<file path="config.mk">
export PLATFORM = sky130hd
export DESIGN_NAME = pipe_ctrl
export DESIGN_NICKNAME = d
export VERILOG_FILES = /design/src/rtl/pipe_ctrl_pkg.sv /design/src/rtl/pipe_ctrl_bus_watchdog.sv /design/src/rtl/pipe_ctrl.sv
export SDC_FILE = /design/constraint.sdc
export NUM_CORES = 1
export LEC_CHECK = 0
export BUFFER_PORTS_ARGS = -buffer_cell sky130_fd_sc_hd__buf_4
export CAP_MARGIN = 20
export CORE_MARGIN = 3
export CORE_UTILIZATION = 50
export CTS_CLUSTER_SIZE = 12
export DETAILED_ROUTE_END_ITERATION = 7
export PLACE_DENSITY = 0.81
export REMOVE_ABC_BUFFERS = 1
export SKIP_CTS_REPAIR_TIMING = 1
export SYNTH_ARGS = -nofsm -noshare
export SYNTH_HDL_FRONTEND = slang
export SYNTH_SLANG_ARGS = --single-unit
</file>
<file path="constraint.sdc">
create_clock -name sys_clk -period 2.8 [get_ports sys_clk]
set_input_delay 0.42 -clock sys_clk [delete_from_list [all_inputs] [get_ports sys_clk]]
set_output_delay 0.42 -clock sys_clk [all_outputs]
set_load 0.005 [all_outputs]
</file>
<file path="src/rtl/pipe_ctrl_pkg.sv">
// Shared state encoding and control bundle for the pipeline hold/flush controller.
package pipe_ctrl_pkg;

  typedef enum logic [1:0] {
    PC_RUN      = 2'd0,
    PC_BUBBLE   = 2'd1,
    PC_STALL_EX = 2'd2,
    PC_WAIT_BUS = 2'd3
  } pc_state_e;

  typedef struct packed {
    logic pc_hold;
    logic pc_load;
    logic if_id_hold;
    logic if_id_flush;
    logic id_ex_hold;
    logic id_ex_flush;
  } pipe_ctl_t;

endpackage

</file>
<file path="src/rtl/pipe_ctrl_bus_watchdog.sv">
// Counts consecutive bus-wait cycles, saturating at BUS_TIMEOUT; emits one registered
// pulse per wait episode, the cycle after the count first reaches the limit.
module bus_watchdog #(
  parameter int unsigned BUS_TIMEOUT = 16
) (
  input  logic clk_i,
  input  logic rst_i,
  input  logic wait_i,
  output logic timeout_o
);

  localparam int unsigned CW = $clog2(BUS_TIMEOUT + 1);
  localparam logic [CW-1:0] LIMIT = CW'(BUS_TIMEOUT);

  logic [CW-1:0] cnt_q, cnt_d;
  logic          pulse_q, pulse_d;

  always_comb begin
    cnt_d   = '0;
    pulse_d = 1'b0;
    if (wait_i) begin
      if (cnt_q != LIMIT) begin
        cnt_d   = cnt_q + 1'b1;
        pulse_d = (cnt_q == LIMIT - 1'b1);
      end else begin
        cnt_d = cnt_q;
      end
    end
  end

  always_ff @(posedge clk_i) begin
    if (rst_i) begin
      cnt_q   <= '0;
      pulse_q <= 1'b0;
    end else begin
      cnt_q   <= cnt_d;
      pulse_q <= pulse_d;
    end
  end

  assign timeout_o = pulse_q;

endmodule

</file>
<file path="src/rtl/pipe_ctrl.sv">
// Hold/flush/redirect controller for the PC, IF/ID and ID/EX registers.
// Priority: bus wait > jump > EX busy > load-use; jumps arriving during a bus wait are parked.
module pipe_ctrl
  import pipe_ctrl_pkg::*;
#(
  parameter int unsigned BUS_TIMEOUT = 16
) (
  input  logic        sys_clk,
  input  logic        sys_rst,
  input  logic        jump_en,
  input  logic [31:0] jump_addr,
  input  logic        hold_req_bus,
  input  logic        hold_req_ex,
  input  logic        load_use,
  output logic        pc_hold,
  output logic        pc_load,
  output logic [31:0] pc_load_addr,
  output logic        if_id_hold,
  output logic        if_id_flush,
  output logic        id_ex_hold,
  output logic        id_ex_flush,
  output logic [1:0]  state,
  output logic        bus_timeout,
  output logic [31:0] stall_cnt
);

  pc_state_e   state_q, state_d;
  logic        pend_valid_q, pend_valid_d;
  logic [31:0] pend_addr_q, pend_addr_d;
  logic [31:0] stall_cnt_q, stall_cnt_d;
  pipe_ctl_t   ctl;
  logic [31:0] load_addr;
  logic        bus_wait;

  always_comb begin
    ctl          = '0;
    load_addr    = '0;
    state_d      = PC_RUN;
    pend_valid_d = pend_valid_q;
    pend_addr_d  = pend_addr_q;
    if (sys_rst) begin
      state_d = PC_RUN;
    end else if (hold_req_bus) begin
      ctl.pc_hold    = 1'b1;
      ctl.if_id_hold = 1'b1;
      ctl.id_ex_hold = 1'b1;
      state_d        = PC_WAIT_BUS;
      if (jump_en && !pend_valid_q) begin
        pend_valid_d = 1'b1;
        pend_addr_d  = jump_addr;
      end
    end else if (state_q == PC_WAIT_BUS && pend_valid_q) begin
      // Replay the parked redirect; a jump arriving this cycle is dropped.
      ctl.pc_load     = 1'b1;
      ctl.if_id_flush = 1'b1;
      ctl.id_ex_flush = 1'b1;
      load_addr       = pend_addr_q;
      pend_valid_d    = 1'b0;
    end else if (jump_en) begin
      ctl.pc_load     = 1'b1;
      ctl.if_id_flush = 1'b1;
      ctl.id_ex_flush = 1'b1;
      load_addr       = jump_addr;
    end else if (hold_req_ex) begin
      ctl.pc_hold    = 1'b1;
      ctl.if_id_hold = 1'b1;
      ctl.id_ex_hold = 1'b1;
      state_d        = PC_STALL_EX;
    end else if (load_use && state_q != PC_BUBBLE) begin
      ctl.pc_hold     = 1'b1;
      ctl.if_id_hold  = 1'b1;
      ctl.id_ex_flush = 1'b1;
      state_d         = PC_BUBBLE;
    end
  end

  assign stall_cnt_d = stall_cnt_q + {31'd0, ctl.pc_hold};
  assign bus_wait    = (state_q == PC_WAIT_BUS) && hold_req_bus && !sys_rst;

  always_ff @(posedge sys_clk) begin
    if (sys_rst) begin
      state_q      <= PC_RUN;
      pend_valid_q <= 1'b0;
      pend_addr_q  <= '0;
      stall_cnt_q  <= '0;
    end else begin
      state_q      <= state_d;
      pend_valid_q <= pend_valid_d;
      pend_addr_q  <= pend_addr_d;
      stall_cnt_q  <= stall_cnt_d;
    end
  end

  bus_watchdog #(
    .BUS_TIMEOUT(BUS_TIMEOUT)
  ) u_bus_watchdog (
    .clk_i    (sys_clk),
    .rst_i    (sys_rst),
    .wait_i   (bus_wait),
    .timeout_o(bus_timeout)
  );

  assign pc_hold      = ctl.pc_hold;
  assign pc_load      = ctl.pc_load;
  assign pc_load_addr = load_addr;
  assign if_id_hold   = ctl.if_id_hold;
  assign if_id_flush  = ctl.if_id_flush;
  assign id_ex_hold   = ctl.id_ex_hold;
  assign id_ex_flush  = ctl.id_ex_flush;
  assign state        = state_q;
  assign stall_cnt    = stall_cnt_q;

endmodule

</file>
==> results of run 1 <==
## routing by layer
metal	up-vias	part of all wire	wire length, um	GRT usage
met4	0	0.021	201	0.0791
met5	-	0	0	0
met1	1662	0.42	4080	0.291
met2	170	0.47	4470	0.363
met3	19	0.089	855	0.0683
li1	1822	-	-	-
## state kept, by name, indices dropped and copies added, names as in the netlist
signal	count
pend_valid_q	1
u_bus_watchdog.cnt_q	5
state	2
pend_addr_q	32
u_bus_watchdog.timeout_o	1
stall_cnt	32
## cell usage after synthesis (6+ instances only)
library cell	instances
clkbuf_1	25
nor2_1	26
nand2_1	126
nand4_1	14
dfxtp_1	73
o31ai_1	11
o21ai_0	6
a21oi_1	83
xor2_1	12
and4_1	6
inv_1	11
or4_1	11
nand3_1	25
## metrics by stage
stage / cells / worst slack (ns) / utilization
6_report: 672 / 0.205 / 0.671
3_3_place_gp: 656 / 0.260 / 0.643
5_1_grt: 672 / 0.0157 / 0.671
3_5_place_dp: 656 / 0.157 / 0.643
4_1_cts: 672 / 0.119 / 0.668
2_1_floorplan: 443 / -0.0997 / -
## worst max-delay path: cells and delay by family (launching register included)
family                   cells  cell delay (ns)
AO/OA/AOI/OAI                3             0.62
buffers and inverters        1             0.07
flip-flops                   1             0.41
AND/OR/NAND/NOR              4             1.17
adder cells (fa/ha/maj)      1             0.24
## area by class of cell
| type | count | share of cell area |
|---|---|---|
| sequential | 73 | 0.319 |
| clock inverter | 2 | 0.00273 |
| timing repair buffer | 117 | 0.192 |
| clock buffer | 14 | 0.0355 |
| inverter | 11 | 0.00901 |
| multi-input combinational | 359 | 0.416 |
| tap | 96 | 0.0262 |
## power by group through the flow
stage                     combinational, uW  clock, uW  sequential (uW)
after floorplan                        80.1          0             1100
after global placement                  200          0             1100
after detailed placement                206          0             1110
after CTS                               206        767             1080
after global routing                    231        798             1090
final                                   207        751             1080
## path summary, 6_finish.rpt
check                           cells after the start  slack (ns)         endpoint
worst max-delay path                                9        0.21    stall_cnt[27]
worst min-delay path                                2        0.32  pend_addr_q[22]
worst max register to register                      9        0.21    stall_cnt[27]
worst min register to register                      2        0.46  pend_addr_q[12]
## logic make-up (layout without fill, tap and decap cells)
kind of cell	after synthesis	count (layout)	synth area share
fa+ha+maj	5	5	0.0176
compound gates	102	102	0.153
xor+xnor	17	17	0.0419
mux	3	3	0.00915
buf+inv	47	144	0.0584
simple gates	232	232	0.309
flops	73	73	0.411
==> results.md, run 1 <==
- Area after DPL: 4390 um2
- Die Y: 90.3 um
- Clock root cell: clkbuf_8
- Skew final: 0.00562 ns
- Worst hold path type: in -> reg
- Logic pwr share: 0.102
- Antenna-violating nets left: 0
- Register area: 1460 um2
- Int Pwr: 1530 uW
- Arrival time at the worst endpoint: 2.86 ns
- Dominant synthesized flop cell: dfxtp_1
- Row cnt: 30
- Area of the multi-input gates: 1910 um2
- Hold Fails Final Rpt: 0
- Tmin final: 2.59 ns
- Setup crit start: state[1]
- GRT Total Usage: 0.227
- Vias per std cell: 5.47
- P_sw: 509 uW
- DR vias: 3673
- Crit. End Element: flop
- Most frequent cells in the layout: nand2_1, buf_4, a21oi_1
- Sequential power share: 0.531
- P_leak: 0.00188 uW
- Inserted Clock Buffers: 9
- Overflow after GRT: 0
- Final Cell Area: 4580 um2
- Sequential-to-total area share from yosys stat: 0.411
- Pin count of the biggest net entering global routing: 66
- Layout fillers: 577
- Initial Util: 0.521
- # setup viols final: 0
- Unrepaired setup endpoints after global routing: false
- # DRC: 0
- Avg WL per Cell: 14.3 um
- Max Cap Violations: 0
- Layout cells sized above 1: 0.250
- Fin crit share: 0.927
- Drt first pass iters: 5
- Clk pwr share: 0.368
- Final nets: 614
- Flops & latches, synth: 73
- Status: completed
- Data required time of the worst path: 3.06 ns
- Commonest non-fill, non-tap cell in the layout: nand2_1
- Slowest CP cell: or4_1
- Antenna diodes: 0
- Die Outline Area: 8160 um2
- Mapped cell area: 3560 um2
- Area contributors post-synth: dfxtp_1, nand2_1, a21oi_1
- Vias in the first global route: 3374
- Worst vdd ir: 224 uV
- Avg Synthesized Cell Area: 7.42 um2
- GPL Wtd Cong: 0.886
- Syn. warnings: 0
- FF-to-FF Start: state[1]
- Cells along the critical path: inv_1 > o21ai_0 > nand3_1 > a21oi_2 > ha_1 > and4_2 > nand4b_4 > or4_1 > a21oi_1
- Die width: 90.3 um
- Initial drt markers: 230
- Worst-margin pin slew: 0.730 ns
- Core Footprint: 6830 um2
- Area share of the largest cell type after synthesis: 0.411
- I/O pin count: 111
- Setup crit start kind: flop
- DP HPWL: 6490 um
- Total power: 2040 uW
- EDFF count, synth: 0
- Max Slew Vio Count: 0
- Slew margin rel.: 0.506
- Clock Latency Late Sink: 0.34 ns
- Setup tns final: 0 ns
- Initial antenna violation count: 0
- CP peak stage delay: 0.53 ns
- Final WL: 9610 um
- Syn-to-layout area delta: 28.9%
- Sw frac: 0.249
- Synth cell types: 38
- CTS Sinks: 73
- Mapped Cells: 479
- # H-tree levels: 3
- Power per cell area: 445 nW/um2
- Setup CP Type: reg -> reg
- Min-Delay Startpoint: sys_rst
- Async S/R FF share, synth: 0
- CP max FO: 8
- First-pass GRT wire length: 15600 um
- Clk buf depth: 2
- Synth area leader: dfxtp_1
- CTS tree: done
- Hold_ws: 0.323 ns
- Worst-path clk slew: 0.07 ns
- Port bufs: 110
- Fmax: 0.385 GHz
No activity file was read; power rests on OpenSTA's default activity.
==> inputs of run 2 (changes only) <==
- CORE_UTILIZATION: 50 -> 51
- PLACE_DENSITY: 0.81 -> 0.83
==> results.md, run 2 (synthesis results as in run 1) <==
- Status: completed
- Final Cell Area: 4600 um2 (+0.38%)
- Fin crit share: 0.910 (-0.0172)
- Clk buf depth: 2 (unchanged)
- Logic pwr share: 0.099 (-0.003)
- # setup viols final: 0 (unchanged)
- Final WL: 9440 um (-1.8%)
- Data required time of the worst path: 3.07 ns (about the same)
- Initial antenna violation count: 0 (unchanged)
- Antenna diodes: 0 (unchanged)
- CP max FO: 8 (unchanged)
- I/O pin count: 111 (unchanged)
- Worst-margin pin slew: 0.759 ns (+0.0292 ns)
- Die Outline Area: 8010 um2 (-1.8%)
- Syn-to-layout area delta: 29.3%
- DP HPWL: 6410 um (-1.3%)
- Power per cell area: 457 nW/um2 (+2.7%)
- Fmax: 0.393 GHz (+1.9%)
- GRT Total Usage: 0.241 (+0.0137)
- Sw frac: 0.243 (-0.00581)
- Clock root cell: clkbuf_8
- P_leak: 0.00190 uW (+1.1%)
- Port bufs: 110 (unchanged)
- Core Footprint: 6570 um2 (-3.9%)
- Setup crit start kind: flop
- Pin count of the biggest net entering global routing: 72 (+9.1%)
- Antenna-violating nets left: 0 (unchanged)
- Total power: 2100 uW (+3.1%)
- DR vias: 3689 (+0.44%)
- Area after DPL: 4390 um2 (about the same)
- First-pass GRT wire length: 15400 um (-1.1%)
- # H-tree levels: 3 (unchanged)
- Min-Delay Startpoint: jump_addr[16]
- Layout fillers: 540 (-6.4%)
- Crit. End Element: flop
- Avg WL per Cell: 14.1 um (-1.5%)
- Final core occ: 0.700 (+0.0296)
- Row cnt: 29 (-3.3%)
- Hold Fails Final Rpt: 0 (unchanged)
- Worst-path clk slew: 0.08 ns (about the same)
- P_sw: 512 uW (+0.68%)
- # DRC: 0 (unchanged)
- Inserted Clock Buffers: 9 (unchanged)
- Tmin final: 2.55 ns (-0.0481 ns)
- Worst vdd ir: 223 uV (about the same)
- Slew margin rel.: 0.487 (-0.0198)
- Overflow after GRT: 0 (unchanged)
- Die Y: 89.5 um (-0.92%)
- Int Pwr: 1590 uW (+3.9%)
- Layout cells sized above 1: 0.255 (+0.00477)
- Max Slew Vio Count: 0 (unchanged)
- Initial drt markers: 172 (-25%)
- Setup CP Type: reg -> reg
- FF-to-FF Start: state[0]
- CTS Sinks: 73 (unchanged)
- Clock Latency Late Sink: 0.35 ns (about the same)
- Arrival time at the worst endpoint: 2.82 ns (-0.04 ns)
- Skew final: 0.00751 ns (+0.00189 ns)
- Worst hold path type: in -> reg
- Sequential power share: 0.514 (-0.017)
- Drt first pass iters: 4 (-1)
- Unrepaired setup endpoints after global routing: false
- GPL Wtd Cong: 0.840 (-5.3%)
- Final nets: 615 (+0.16%)
- Clk pwr share: 0.387 (+0.019)
- CTS tree: done
- Commonest non-fill, non-tap cell in the layout: nand2_1
- Initial Util: 0.541 (+0.0209)
- Setup crit start: state[0]
- Max Cap Violations: 0 (unchanged)
- Vias in the first global route: 3385 (+0.33%)
- Die width: 89.5 um (-0.92%)
- Vias per std cell: 5.51 (+0.74%)
- Most frequent cells in the layout: nand2_1, buf_4, a21oi_1
==> run 2: changes by cell type in the layout (fill, tap and decap cells not counted), sizes merged <==
cell | previous run | this run
clkbuf | 14 | 10
buf | 117 | 118
bufinv | 0 | 1
clkinv | 1 | 4
==> run 2: stage by stage <==
step                      std cells  TNS (ns)  hold WS (ns)  worst slack [ns]
after global routing            670         0         0.323            0.0122
after global placement          654         0         0.441             0.277
after detailed placement        654         0         0.447             0.148
after floorplan                 443    -0.778         0.431           -0.0997
after CTS                       670         0         0.317            0.0678
final                           670         0         0.320             0.253
==> run 2: layer usage <==
layer,GRT usage,share of wire,vias to the layer above
met1,0.311,0.42,1719
li1,-,-,1816
met3,0.0387,0.073,17
met4,0.0866,0.018,0
met2,0.406,0.49,137
met5,0,0,-
==> run 2: cell type report <==
type	count	area, um2	area share
Tap cell	93	116	0.0253
Multi-Input combinational cell	359	1900	0.413
Sequential cell	73	1460	0.318
Timing Repair Buffer	118	886	0.193
Clock inverter	6	57.6	0.0125
Clock buffer	10	138	0.0299
Inverter	11	41.3	0.00898
==> run 2: power groups by stage <==
stage          logic, uW  clock network [uW]  registers, uW
2_1_floorplan       80.1                   0           1100
3_3_place_gp         201                   0           1100
3_5_place_dp         207                   0           1110
4_1_cts              208                 823           1080
5_1_grt              231                 876           1090
6_report             207                 814           1080
==> run 2: path summary, 6_finish.rpt <==
| path | endpoint | slack (ns) | cells past startpoint |
|---|---|---|---|
| setup / recovery | stall_cnt[27] | 0.25 | 9 |
| hold / removal | pend_addr_q[16] | 0.32 | 3 |
| setup reg to reg | stall_cnt[27] | 0.25 | 9 |
| hold reg to reg | pend_addr_q[12] | 0.46 | 2 |
==> run 2: critical path: stages, from the launching register on <==
cell      delay (ns)
dfxtp_1         0.36
and3_1          0.22
nor2_1          0.11
a21oi_1         0.12
a21oi_2         0.24
ha_1            0.25
and4_2          0.34
nand4b_4        0.16
or4_1           0.53
a21oi_1         0.15
